--- src/rtl/serial_frame_pkg.sv ---
// Shared types and constants for the serial frame transmitter.
// Holds the frame FSM encoding, line levels and the counter-width helper.
package serial_frame_pkg;

    typedef enum logic [1:0] {
        IDLE  = 2'd0,
        START = 2'd1,
        DATA  = 2'd2,
        STOP  = 2'd3
    } frame_state_e;

    localparam logic IDLE_LEVEL  = 1'b1;
    localparam logic START_LEVEL = 1'b0;

    // Counter width for a modulus n, never narrower than one bit.
    function automatic int unsigned cnt_width(input int unsigned n);
        if (n <= 32'd1) begin
            return 32'd1;
        end else begin
            return $clog2(n);
        end
    endfunction

endpackage

--- src/rtl/serial_bit_timer.sv ---
// Bit-period timer: bit_end is high on the last clock of every BIT_CYCLES-long bit.
// A restart pulse re-aligns the period so that a new frame starts a fresh bit.
module serial_bit_timer
    import serial_frame_pkg::*;
#(
    parameter int unsigned BIT_CYCLES = 4
) (
    input  logic clk,
    input  logic reset,
    input  logic restart,
    output logic bit_end
);

    localparam int unsigned CNT_W = cnt_width(BIT_CYCLES);
    localparam logic [CNT_W-1:0] LAST_CNT = CNT_W'(BIT_CYCLES - 32'd1);

    logic [CNT_W-1:0] cnt_r;
    logic [CNT_W-1:0] cnt_s;
    logic             bit_end_r;

    // Next count: restart or wrap to zero, otherwise advance.
    always_comb begin
        cnt_s = cnt_r;
        if (restart) begin
            cnt_s = {CNT_W{1'b0}};
        end else if (cnt_r == LAST_CNT) begin
            cnt_s = {CNT_W{1'b0}};
        end else begin
            cnt_s = cnt_r + CNT_W'(1);
        end
    end

    // Count register; bit_end is registered from the next count so it aligns with cnt_r.
    always_ff @(posedge clk) begin
        if (reset) begin
            cnt_r     <= {CNT_W{1'b0}};
            bit_end_r <= (LAST_CNT == {CNT_W{1'b0}});
        end else begin
            cnt_r     <= cnt_s;
            bit_end_r <= (cnt_s == LAST_CNT);
        end
    end

    assign bit_end = bit_end_r;

endmodule

--- src/rtl/serial_frame_tx.sv ---
// Parallel-to-serial frame transmitter: one-word holding buffer, shift register and
// frame FSM producing start bit, DATA_W data bits LSB-first and a stop bit.
module serial_frame_tx
    import serial_frame_pkg::*;
#(
    parameter int unsigned DATA_W     = 8,
    parameter int unsigned BIT_CYCLES = 4
) (
    input  logic              clk,
    input  logic              reset,
    input  logic [DATA_W-1:0] in_data,
    input  logic              in_valid,
    output logic              in_ready,
    output logic              s_out,
    output logic              busy,
    output logic              done
);

    localparam int unsigned IDX_W = cnt_width(DATA_W);
    localparam logic [IDX_W-1:0] LAST_IDX = IDX_W'(DATA_W - 32'd1);

    frame_state_e      state_r;
    frame_state_e      state_s;
    logic [DATA_W-1:0] buf_data_r;
    logic              buf_full_r;
    logic [DATA_W-1:0] shift_r;
    logic [DATA_W-1:0] shift_s;
    logic [IDX_W-1:0]  bit_idx_r;
    logic [IDX_W-1:0]  bit_idx_s;
    logic              s_out_r;
    logic              s_out_s;
    logic              busy_r;
    logic              done_r;
    logic              done_s;
    logic              load_s;
    logic              accept_s;
    logic              bit_end_s;

    assign accept_s = in_valid && !buf_full_r;

    serial_bit_timer #(
        .BIT_CYCLES (BIT_CYCLES)
    ) u_bit_timer (
        .clk     (clk),
        .reset   (reset),
        .restart (load_s),
        .bit_end (bit_end_s)
    );

    // Frame FSM: next state, shifter, bit index and the next serial line level.
    always_comb begin
        state_s   = state_r;
        shift_s   = shift_r;
        bit_idx_s = bit_idx_r;
        s_out_s   = s_out_r;
        done_s    = 1'b0;
        load_s    = 1'b0;
        case (state_r)
            IDLE: begin
                if (buf_full_r) begin
                    load_s  = 1'b1;
                    state_s = START;
                    shift_s = buf_data_r;
                    s_out_s = START_LEVEL;
                end else begin
                    s_out_s = IDLE_LEVEL;
                end
            end
            START: begin
                if (bit_end_s) begin
                    state_s   = DATA;
                    bit_idx_s = {IDX_W{1'b0}};
                    s_out_s   = shift_r[0];
                end else begin
                    s_out_s = START_LEVEL;
                end
            end
            DATA: begin
                if (bit_end_s) begin
                    if (bit_idx_r == LAST_IDX) begin
                        state_s = STOP;
                        s_out_s = IDLE_LEVEL;
                    end else begin
                        bit_idx_s = bit_idx_r + IDX_W'(1);
                        shift_s   = shift_r >> 1;
                        s_out_s   = shift_s[0];
                    end
                end else begin
                    s_out_s = shift_r[0];
                end
            end
            STOP: begin
                if (bit_end_s) begin
                    done_s = 1'b1;
                    // A waiting word starts immediately so frames run back-to-back.
                    if (buf_full_r) begin
                        load_s  = 1'b1;
                        state_s = START;
                        shift_s = buf_data_r;
                        s_out_s = START_LEVEL;
                    end else begin
                        state_s = IDLE;
                        s_out_s = IDLE_LEVEL;
                    end
                end else begin
                    s_out_s = IDLE_LEVEL;
                end
            end
            default: begin
                state_s = IDLE;
                s_out_s = IDLE_LEVEL;
            end
        endcase
    end

    // Holding buffer: filled on accept, emptied on load; the two never coincide.
    always_ff @(posedge clk) begin
        if (reset) begin
            buf_full_r <= 1'b0;
            buf_data_r <= {DATA_W{1'b0}};
        end else if (accept_s) begin
            buf_full_r <= 1'b1;
            buf_data_r <= in_data;
        end else if (load_s) begin
            buf_full_r <= 1'b0;
        end else begin
            buf_full_r <= buf_full_r;
        end
    end

    // FSM state, shifter and registered outputs.
    always_ff @(posedge clk) begin
        if (reset) begin
            state_r   <= IDLE;
            shift_r   <= {DATA_W{1'b0}};
            bit_idx_r <= {IDX_W{1'b0}};
            s_out_r   <= IDLE_LEVEL;
            busy_r    <= 1'b0;
            done_r    <= 1'b0;
        end else begin
            state_r   <= state_s;
            shift_r   <= shift_s;
            bit_idx_r <= bit_idx_s;
            s_out_r   <= s_out_s;
            busy_r    <= (state_s != IDLE);
            done_r    <= done_s;
        end
    end

    assign in_ready = !buf_full_r;
    assign s_out    = s_out_r;
    assign busy     = busy_r;
    assign done     = done_r;

endmodule
--- config.mk ---
export PLATFORM = sky130hd
export DESIGN_NAME = serial_frame_tx
export DESIGN_NICKNAME = d
export VERILOG_FILES = /design/src/rtl/serial_frame_pkg.sv /design/src/rtl/serial_bit_timer.sv /design/src/rtl/serial_frame_tx.sv
export SDC_FILE = /design/constraint.sdc
export NUM_CORES = 1
export LEC_CHECK = 0
export CAP_MARGIN = 10
export CORE_ASPECT_RATIO = 1.2
export CORE_MARGIN = 2
export CORE_UTILIZATION = 48
export DETAILED_ROUTE_END_ITERATION = 16
export GPL_TIMING_DRIVEN = 0
export HOLD_SLACK_MARGIN = 0.06
export PLACE_DENSITY = 0.73
export RECOVER_POWER = 100
export SYNTH_ARGS = -nofsm -noshare
export SYNTH_HDL_FRONTEND = slang
export SYNTH_SLANG_ARGS = --single-unit
--- constraint.sdc ---
create_clock -name clk -period 1.9 [get_ports clk]
set_clock_uncertainty 0.2 [all_clocks]
set_input_delay 0.38 -clock clk [delete_from_list [all_inputs] [get_ports clk]]
set_output_delay 0.38 -clock clk [all_outputs]
set_load 0.05 [all_outputs]
# Word-level counts from Yosys, hierarchy flattened
# Index checks and enable logic that the tools add are counted.
# totals
input_bits	11
register_bits	28
output_inout_bits	4
elab_cells	63
# op_classes
mux	30
n_eq_ne	10
reduce_logical	10
n_addsub	2
bitwise	1
# op_table
op	n
8-bit two-way mux	4
8-bit one-hot mux with 3 select lines	1
2-bit two-way mux	7
1-bit two-way mux	11
3-bit two-way mux	3
2-bit == test (second input constant)	4
2-bit one-hot mux with 4 select lines	1
4-bit AND reduction	2
2-bit by 1-bit inequality test with 1-bit output (second input constant)	3
3-bit one-hot mux with 2 select lines	1
2-bit nonzero test	3
1-bit one-hot mux with 4 select lines	1
3-bit by 1-bit adder with 3-bit output (second input constant)	1
3-bit == test (second input constant)	1
3-bit nonzero test	1
2-bit by 1-bit adder with 2-bit output (second input constant)	1
2-bit by 1-bit == test with 1-bit output (second input constant)	1
2-bit zero test	1
2-bit inequality test (second input constant)	1
1-bit one-hot mux with 2 select lines	1
2-bit OR reduction	1
1-bit logical AND	1
1-bit zero test	1
1-bit NOT	1

# Depth between registers and ports, before layout
# Gate-level depths: netlist of run 1.
# depth
word_depth	5
depth_mapped	7
mapped_depth_nobuf	6

# By module
# From an unflattened synthesis of run 1, not the netlist that was laid out.
# unflattened
hier_cells	142
hier_area_um2	1342.5
# modules_own_cells
mod	cells_per_inst	seq_area_each_um2	area_each_um2	instances
serial_frame_tx	135	500.5	1243.7	1
serial_bit_timer	7	60.1	98.8	1

# Least setup slack after synthesis of run 1
# OpenSTA, ideal clock, no wires.
# synth_path
path_kind	flip-flop to flip-flop
from	reg state_r[1]
to	reg shift_r[5]
stages_incl_launch_ff	8
required_time_ns	1.621
arrival_ns	1.740
setup_time_ns	0.079
path_slack_ns	-0.119
path_cell_list	dfxtp_1 inv_1 ha_1 or4bb_1 o41ai_4 buf_6 nor2_1 a211oi_2
# synth_between
elab_chain_len	3
word_cells_on_any_way	9
cone_classes	eq/ne (5); mux (1); reduce/logical (3)
# synth_lines
item	line	rtl
start: declaration	serial_frame_tx.sv:22	frame_state_e state_r;
start signal: assignment	serial_frame_tx.sv:141	state_r <= state_s;
2-bit == test / 2-bit zero test (equally long branches)	serial_frame_tx.sv:58	case (state_r)
2-bit by 1-bit inequality test with 1-bit output (no line) (tied with other cells)	-	
4-bit AND reduction (no line)	-	
end signal: assignment	serial_frame_tx.sv:135	shift_r <= {DATA_W{1'b0}};
end signal: assignment	serial_frame_tx.sv:142	shift_r <= shift_s;
end: declaration	serial_frame_tx.sv:26	logic [DATA_W-1:0] shift_r;
# Several ways; a longest one is shown, not always the timed one.
# A chain may end at the register's enable or synchronous reset.

# Worst setup path after layout of run 1
# layout_path
from	reg bit_idx_r[1]
to	reg shift_r[2]
# layout_between
elab_chain_len	3
# layout_lines
item	line	rtl
start: declaration	serial_frame_tx.sv:28	logic [IDX_W-1:0] bit_idx_r;
start signal: assignment	serial_frame_tx.sv:136	bit_idx_r <= {IDX_W{1'b0}};
start signal: assignment	serial_frame_tx.sv:143	bit_idx_r <= bit_idx_s;
3-bit == test	serial_frame_tx.sv:80	if (bit_idx_r == LAST_IDX) begin
2-bit inequality test (no line)	-	
4-bit AND reduction (no line)	-	
# No other way between the ends.

==> qor.yml, run 1 <==
run_status: "finished, violations left"
violations: "setup timing"
diodes: 0
path_cells: "ha_4 > ha_4 > or4bb_4 > o41ai_4 > buf_4 > nor2_2 > a211oi_2"
vias: 1042
worstPathRequired_ps: 1970
synth_cells: 131
setup_viol: 9
yosysSeqAreaShare_pct: 43.84
avgViaCountPerCell: 5.455
highest_layer: "met4"
wl_met2_um: 1362
core_area_um2: 2527
root_buffer: "clkbuf_4"
yosysTopAreaCell: "dfxtp_1"
grt_pass1_wl_um: 4243
wl_per_cell_um: 13.56
htreeDepth: 1
cp_num_buf_inv: 1
synth_top_area_share_pct: 43.84
clockBufferDepth: 2
grt_usage_pct: 18.27
critical_path_arrival_ps: 2090
clock.fmax_mhz: 494.7
antenna_found_initial: 0
dieArea_um2: 3095
routed_wl_um: 2590
synth_cell_types: 33
fin_util_pct: 66.49
syn_area_um2: 1279
final_hold_viol_count: 0
finalNonFillerCells: 191
vdd_drop_max_mv: 0.6389
portBuffers: 13
synth.area.top_cells: "dfxtp_1 (44%), mux2i_1 (12%), ha_1 (7.8%)"
cpMaxStageDelayCell: "or4bb_4"
dieHeight_um: 60.54
numCtsBuffers: 3
hpwlAfterDp_um: 1741
cts_num_sinks: 28
r2r_slack_ps: -120
wl_met3_um: 67
final_antenna_net_count: 0
ys.flop_type: "dfxtp_1"
synth_edf_count: 0
worst_pin_slew_ps: 578.3
critPathMaxStageDelay_ps: 540
final_common_cell: "dfxtp_1"
syn_avg_cell_area_um2: 9.761
drt_iter0_markers: 14
drc: 0
ys_warn_count: 0
insertion_delay_ps: 330
setup_ws_ps: -121.4
cpLargestDelayFamily: "simple AND/OR/NAND/NOR gates"
row_count: 20
cp_max_fo: 4
cts.hold.buffers_added: 0
io_pins: 15
synthesis.nets: 150
endpoint_kind: "register"
m1WireLength_um: 1113
hold_class: "in2reg"
die_x_um: 51.12
gp_congestion: 0.8023
clk_pin_slew_worst_paths_ps: 150
grt_pass1_vias: 946
area_growth_pct: 31.41
ys_ff_latch: 28
start_util_pct: 50.59
power_density_nw_per_um2: 876.0
dp_cells: 177
grt_max_degree: 16
critPathMostFrequentCell: "ha_4"
final_layout_size_suffix_gt1_share_pct: 29.75
critPathLaunchType: "register"
async_flop_share_pct: 0
drv_cap: 0
critical_path_class: "reg2reg"
finalPower_uw: 1472
slew_violations: 0
relSlewSlack_pct: 61.45
grt-ovfl-total: 0
finalCritPeriodShare_pct: 106.4
final_cell_mix: "dfxtp_1 (24), mux2i_1 (15), nor2_1 (15)"
tritoncts: "yes"
finalNetCount: 178
rsz0062_at_grt: "yes"
power.leakage_uw: 0.0006258
firstDrtPassIters: 4
finalCriticalPeriod_ps: 2021
-- flip-flops by register name (all words and copies together), names as in the netlist, 2 cells and up --
| register | count |
|---|---|
| buf_data_r | 8 |
| state_r | 2 |
| shift_r | 8 |
| u_bit_timer.cnt_r | 2 |
| bit_idx_r | 3 |
-- worst reg2reg max path, stage by stage, from the launching register on --
cell and delay [ps]:
dfxtp_2 360, ha_4 160, ha_4 160, or4bb_4 540, o41ai_4 100, buf_4 230, nor2_2 50, a211oi_2 180
-- power by group --
group / total (uW) / leakage, uW / internal (uW) / switching [uW]
Sequential: 722 / 0.000232 / 664 / 57.7
Combinational: 459 / 0.000373 / 212 / 248
Clock: 291 / 0.0000210 / 117 / 173
-- logic make-up (layout without fill, tap and decap cells) --
group	after synthesis	after routing	synth area share, %
AOI/OAI and AO/OA	24	24	15.07
adders and majority gates	8	8	7.828
buffers and inverters	11	38	4.109
DFF	28	28	43.84
muxes	16	16	12.62
and+or+nand+nor	44	44	16.54
-- cell usage after synthesis, types with 3 or more instances --
cell type,instances
a21oi_1,7
dfxtp_1,28
mux2i_1,15
nor2_1,20
a211oi_1,5
ha_1,8
clkbuf_1,4
buf_2,3
nor3_1,3
nand2_1,8
-- area by class of cell --
type	count	area, um^2
Tap cell	33	41.29
Inverter	3	11.26
Clock buffer	4	36.28
Sequential cell	28	568.0
Fill cell	216	847.1
Timing Repair Buffer	23	193.9
Buffer	8	46.29
Multi-Input combinational cell	92	783.3
-- metrics by stage --
step / area, um^2 / setup WS [ps] / hold slack (ps) / TNS [ps]
after floorplan: 1324 / -39.71 / 213.9 / -78.04
after global placement: 1495 / -203.8 / 224.3 / -1367
after detailed placement: 1495 / -247.9 / 253.0 / -1709
after CTS: 1604 / -85.26 / 208.8 / -581.7
after global routing: 1680 / -178.3 / 214.2 / -1430
final: 1680 / -121.4 / 229.6 / -835.0
-- per-layer routing --
layer,vias to the layer above,track usage [%]
met2,16,32.65
met5,-,0
li1,518,-
met4,0,8.108
met1,502,21.52
met3,6,3.202
-- worst paths after layout --
check | start | cells past startpoint | end
worst max-delay path | bit_idx_r[1]$_SDFFE_PP0P_ | 7 | shift_r[2]$_SDFFE_PP0P_
worst min-delay path | reset | 2 | state_r[0]$_SDFF_PP0_
worst max register to register | bit_idx_r[1]$_SDFFE_PP0P_ | 7 | shift_r[2]$_SDFFE_PP0P_
worst min register to register | u_bit_timer.cnt_r[0]$_SDFF_PP0_ | 1 | u_bit_timer.cnt_r[0]$_SDFF_PP0_
-- what timing repair did --
item	4_1_cts	5_1_grt
gates resized for setup	17	14
endpoints found under the setup margin	13	11
gates cloned	1	0
pin swaps	12	9
setup buffers	5	4
Note: power is estimated with default switching activity, not from simulation.
==> run 2, diff against run 1 <==
- CORE_MARGIN: 2 -> 5
- CTS_CLUSTER_SIZE: default -> 30
==> run 2 against run 1 <==
Against the previous run:
- worst hold slack improved by 7.0 ps
- global-route usage decreased by 2.9 points
- clock power up 37%
- utilization down 0.55 points
- sequential share of layout area is essentially flat
- wire length decreased by 1.7%
- highest routed layer unchanged
- critical endpoint is now shift_r[7]$_SDFFE_PP0P_
- final cell count shrank 0.52%
- die area rose by 23%
- the run still ends with setup timing left
- total power rose by 8.0%
- sequential cell count stayed put
- combinational power is 3% higher
==> qor.yml, run 2 (synthesis gave the netlist of run 1 again) <==
portBuffers: 13
seqPwrFrac_pct: 45.1
cpMaxStageDelayCell: "or4bb_4"
numCtsBuffers: 3
htreeDepth: 1
final_hold_viol_count: 0
grt_max_degree: 17
area_growth_pct: 31.60
core_area_um2: 2552
critical_path_class: "reg2reg"
final_cell_mix: "dfxtp_1 (23), nor2_1 (17), mux2i_1 (15)"
netSwitchingPower_uw: 483.3
setup_viol: 8
critPathLaunchType: "register"
critPathMostFrequentCell: "ha_4"
grt_pass1_wl_um: 4505
finalCriticalPeriod_ps: 2008
avgViaCountPerCell: 5.468
power_frac_clock_pct: 25.0
vdd_drop_max_mv: 0.7223
wl_per_cell_um: 13.40
final_antenna_net_count: 0
cp_num_buf_inv: 1
dieHeight_um: 66.54
critPathMaxStageDelay_ps: 530
die_x_um: 57.12
place_ws_ps: -222.7
path_cells: "ha_4 > ha_4 > or4bb_4 > o41ai_4 > buf_4 > nand2b_4 > a21oi_2"
firstDrtPassIters: 4
drt_iter0_markers: 10
p_int_uw: 1107
p_sw_share_pct: 30.39
grt_usage_pct: 15.33
run_status: "finished, violations left"
relSlewSlack_pct: 61.96
power_frac_comb_pct: 29.9
worstPathRequired_ps: 1930
dpl_cell_area_um2: 1495
cpLargestDelayFamily: "simple AND/OR/NAND/NOR gates"
hold_class: "in2reg"
start_util_pct: 50.10
grt_pass1_vias: 1000
io_pins: 15
clockBufferDepth: 2
final_layout_size_suffix_gt1_share_pct: 29.30
power_density_nw_per_um2: 944.9
violations: "setup timing"
cts_num_sinks: 28
diodes: 0
tritoncts: "yes"
final_common_cell: "dfxtp_1"
clk_pin_slew_worst_paths_ps: 150
grt-ovfl-total: 0
row_count: 20
r2r_slack_ps: -110
finalCritPeriodShare_pct: 105.7
finalNetCount: 177
slew_violations: 0
setup_ws_ps: -107.6
clock.fmax_mhz: 498.1
tns_ps: -566.3
final.fill_count: 208
hpwlAfterDp_um: 1692
cts.hold.buffers_added: 0
root_buffer: "clkbuf_4"
cp_max_fo: 4
worst_pin_slew_ps: 570.6
gp_congestion: 0.9013
critical_path_arrival_ps: 2040
endpoint_kind: "register"
vias: 1039
reg.largest.list: "buf_data_r: 8 flops, shift_r: 8 flops, bit_idx_r: 3 flops"
design_area_um2: 1683
antenna_found_initial: 0
drc: 0
insertion_delay_ps: 340
dieArea_um2: 3800
rsz0062_at_grt: "yes"
drv_cap: 0
power.leakage_uw: 0.0006321
routed_wl_um: 2546
==> run 2: cell count changes in the layout (fill, tap and decap cells not counted), sizes merged <==
cell,delta
buf,+1
bufinv,+1
clkdlybuf4s15,+1
dlygate4sd3,+1
clkdlybuf4s50,-1
clkbuf,-4
==> run 2: cell type report <==
class / instances / area, um^2 / share of cell area [%]
Inverter: 3 / 11.26 / 0.6691
Sequential cell: 28 / 569.3 / 33.83
Tap cell: 33 / 41.29 / 2.454
Timing Repair Buffer: 22 / 198.9 / 11.82
Multi-Input combinational cell: 92 / 763.2 / 45.35
Clock buffer: 3 / 22.52 / 1.338
Clock inverter: 1 / 30.03 / 1.784
Buffer: 8 / 46.29 / 2.751
==> run 2: worst reg2reg max path, delay by kind of cell (launching register included) <==
family,cells,cell delay (ps)
compound gates,2,140
flops,1,370
fa+ha+maj,2,320
buf+inv,1,210
simple gates,2,650
==> run 2: final timing paths <==
path | from | to | cells past startpoint
worst max-delay path | bit_idx_r[0]$_SDFFE_PP0P_ | shift_r[7]$_SDFFE_PP0P_ | 7
worst min-delay path | reset | s_out$_SDFF_PP1_ | 2
worst max register to register | bit_idx_r[0]$_SDFFE_PP0P_ | shift_r[7]$_SDFFE_PP0P_ | 7
worst min register to register | u_bit_timer.cnt_r[0]$_SDFF_PP0_ | u_bit_timer.cnt_r[0]$_SDFF_PP0_ | 1
==> run 2: through the flow <==
| step | cells | hold slack, ps | utilization, % | total power (uW) |
|---|---|---|---|---|
| floorplan | 131 | 213.9 | - | 1022 |
| global route | 190 | 250.2 | 65.93 | 1688 |
| global placement | 177 | 221.2 | 58.58 | 1109 |
| finish | 190 | 236.6 | 65.93 | 1590 |
| CTS | 190 | 230.0 | 64.80 | 1573 |
| detailed placement | 177 | 231.9 | 58.58 | 1124 |
==> run 2: metal layers <==
metal / global-route usage (%) / wire length, um / up-vias
li1: - / - / 517
met1: 18.37 / 1080 / 491
met3: 2.907 / 143 / 4
met5: 0 / 0 / -
met4: 7.826 / 47 / 0
met2: 25.86 / 1275 / 27
==> run 2: power by group through the flow <==
stage               combinational (uW)  sequential, uW  clock, uW
floorplan                          271             751          0
global placement                   388             721          0
detailed placement                 400             724          0
CTS                                458             715        400
global route                       522             727        439
finish                             475             718        398
==> run 2: repair_timing <==
action / in CTS / in global routing
setup buffers: 8 / 0
resized for setup: 17 / 13
setup endpoints to repair: 13 / 12
pin swaps: 9 / 1
gates cloned: 1 / 0
==> run 3, diff against run 2 <==
==> constraint.sdc (replaced) <==
create_clock -name clk -period 1.9 [get_ports clk]
set_clock_uncertainty 0.2 [all_clocks]
set_input_delay 0.285 -clock clk [delete_from_list [all_inputs] [get_ports clk]]
set_output_delay 0.285 -clock clk [all_outputs]
set_load 0.05 [all_outputs]
==> run 3 against run 2 <==
Against the previous run:
- sequential share of layout area is 0.20 points higher
- clock power about the same
- clock-buffer cell count is the same
- worst hold slack worse by 81 ps
- setup slack got worse by 100 ps
- total power decreased by 0.64%
- fmax fell by 4.9%
- the run still ends with setup timing left
- non-clock buffer count grew 1
- design area decreased by 0.82%
- wire length down 1.4%
- critical path depth increased by 1
- critical path type unchanged
- first-iteration DRC count rose to 2.5 times the previous value
- largest cell class unchanged
==> qor.yml, run 3 (synthesis gave the netlist of run 1 again) <==
drc: 0
area_growth_pct: 30.53
htreeDepth: 1
r2r-start: "bit_idx_r[0]$_SDFFE_PP0P_"
antenna_found_initial: 0
path_cells: "ha_4 > ha_4 > or4bb_4 > o41ai_4 > buf_4 > buf_6 > nand3b_1 > a21oi_2"
io_pins: 15
drv_cap: 0
r2r_slack_ps: -210
clock.fmax_mhz: 473.9
tritoncts: "yes"
grt_pass1_vias: 992
multiInputGateArea_um2: 755.7
hpwlAfterDp_um: 1692
final_layout_size_suffix_gt1_share_pct: 26.58
final_antenna_net_count: 0
worstPathRequired_ps: 1980
finalPower_uw: 1580
start_util_pct: 50.10
dpl_cell_area_um2: 1495
numCtsBuffers: 3
worst_pin_slew_ps: 557.0
run_status: "finished, violations left"
worst_r2r_path_depth: 8
relSlewSlack_pct: 62.86
final.fill_count: 211
dieHeight_um: 66.54
dieArea_um2: 3800
startpoint: "bit_idx_r[0]$_SDFFE_PP0P_"
r2r_end: "shift_r[7]$_SDFFE_PP0P_"
endpoint_kind: "register"
power_density_nw_per_um2: 946.6
grt_pass1_wl_um: 4471
critical_path_class: "reg2reg"
row_count: 20
drt_iter0_markers: 25
violations: "setup timing"
design_area_um2: 1669
finalCriticalPeriod_ps: 2110
grt_max_degree: 17
hold_class: "in2reg"
cp-endpoint: "shift_r[7]$_SDFFE_PP0P_"
reg.largest.list: "buf_data_r: 8 flops, shift_r: 8 flops, bit_idx_r: 3 flops"
rsz0062_at_grt: "yes"
setup_ws_ps: -210.0
critPathMaxStageDelay_ps: 530
routed_wl_um: 2510
final_hold_viol_count: 0
diodes: 0
setup_viol: 8
cts.hold.buffers_added: 0
critical_path_depth: 8
slew_violations: 0
final_cell_mix: "dfxtp_1 (24), nor2_1 (17), mux2i_1 (15)"
regArea_um2: 568.0
finalCritPeriodShare_pct: 111.1
cpMaxStageDelayCell: "or4bb_4"
core_area_um2: 2552
avgViaCountPerCell: 5.304
cpLargestDelayFamily: "simple AND/OR/NAND/NOR gates"
final_common_cell: "dfxtp_1"
cp_max_fo: 5
power.leakage_uw: 0.0006336
portBuffers: 13
grt_usage_pct: 14.88
fin_hold_ws_ps: 155.7
finalNetCount: 178
insertion_delay_ps: 330
clk_pin_slew_worst_paths_ps: 160
root_buffer: "clkbuf_4"
firstDrtPassIters: 4
cts_num_sinks: 28
wl_per_cell_um: 13.14
cp_num_buf_inv: 2
clockBufferDepth: 2
critPathMostFrequentCell: "ha_4"
critPathLaunchType: "register"
grt-ovfl-total: 0
vdd_drop_max_mv: 0.7604
critical_path_arrival_ps: 2190
die_x_um: 57.12
gp_congestion: 0.9013
vias: 1013
[run 3: worst register-to-register path: stages, from the launching register on]
cell and delay [ps]:
dfxtp_2 370, ha_4 160, ha_4 160, or4bb_4 530, o41ai_4 70, buf_4 180
buf_6 120, nand3b_1 120, a21oi_2 140
[run 3: metal layers]
| metal | part of all wire [%] | track usage [%] | wire [um] | vias up |
|---|---|---|---|---|
| met4 | 0.80 | 5.217 | 20 | 0 |
| met2 | 51 | 25.86 | 1283 | 16 |
| met3 | 3.9 | 2.907 | 99 | 2 |
| li1 | - | - | - | 518 |
| met1 | 44 | 18.14 | 1106 | 477 |
| met5 | 0 | 0 | 0 | - |
[run 3: worst min-delay path by stage]
stage / from / end / slack (ps) / cells after the start
floorplan: in_valid / buf_full_r$_SDFFE_PP0P_ / 200 / 1
global placement: u_bit_timer.cnt_r[0]$_SDFF_PP0_ / u_bit_timer.cnt_r[0]$_SDFF_PP0_ / 220 / 1
detailed placement: u_bit_timer.cnt_r[0]$_SDFF_PP0_ / u_bit_timer.cnt_r[0]$_SDFF_PP0_ / 230 / 1
CTS: reset / s_out$_SDFF_PP1_ / 140 / 2
global route: reset / s_out$_SDFF_PP1_ / 160 / 2
finish: reset / s_out$_SDFF_PP1_ / 160 / 2
[run 3: power breakdown]
group | internal (uW) | leakage, uW | switching (uW)
sequential | 664 | 0.000232 | 51.1
combinational | 226 | 0.000374 | 243
clock | 213 | 0.0000279 | 182
total | 1100 | 0.000634 | 477
[run 3: metrics by stage]
step	setup TNS, ps	util (%)	setup slack (ps)	instances
final	-1347	65.39	-210.0	191
after global routing	-1844	65.39	-258.3	191
after CTS	-676.1	64.66	-109.7	190
after detailed placement	-1564	58.58	-222.7	177
after global placement	-1299	58.58	-196.7	177
after floorplan	-78.04	-	-39.71	131
[run 3: final cells by class]
class	count	area share, %
Timing Repair Buffer	23	11.84
Multi-Input combinational cell	92	45.28
Buffer	8	2.549
Inverter	3	0.6747
Clock inverter	1	1.799
Clock buffer	3	1.349
Sequential cell	28	34.03
Tap cell	33	2.474
[run 3: what timing repair did]
item	4_1_cts	5_1_grt
setup endpoints to repair	13	12
gates resized for setup	15	8
pin swaps	10	1
cloned	1	0
buffers inserted	8	1
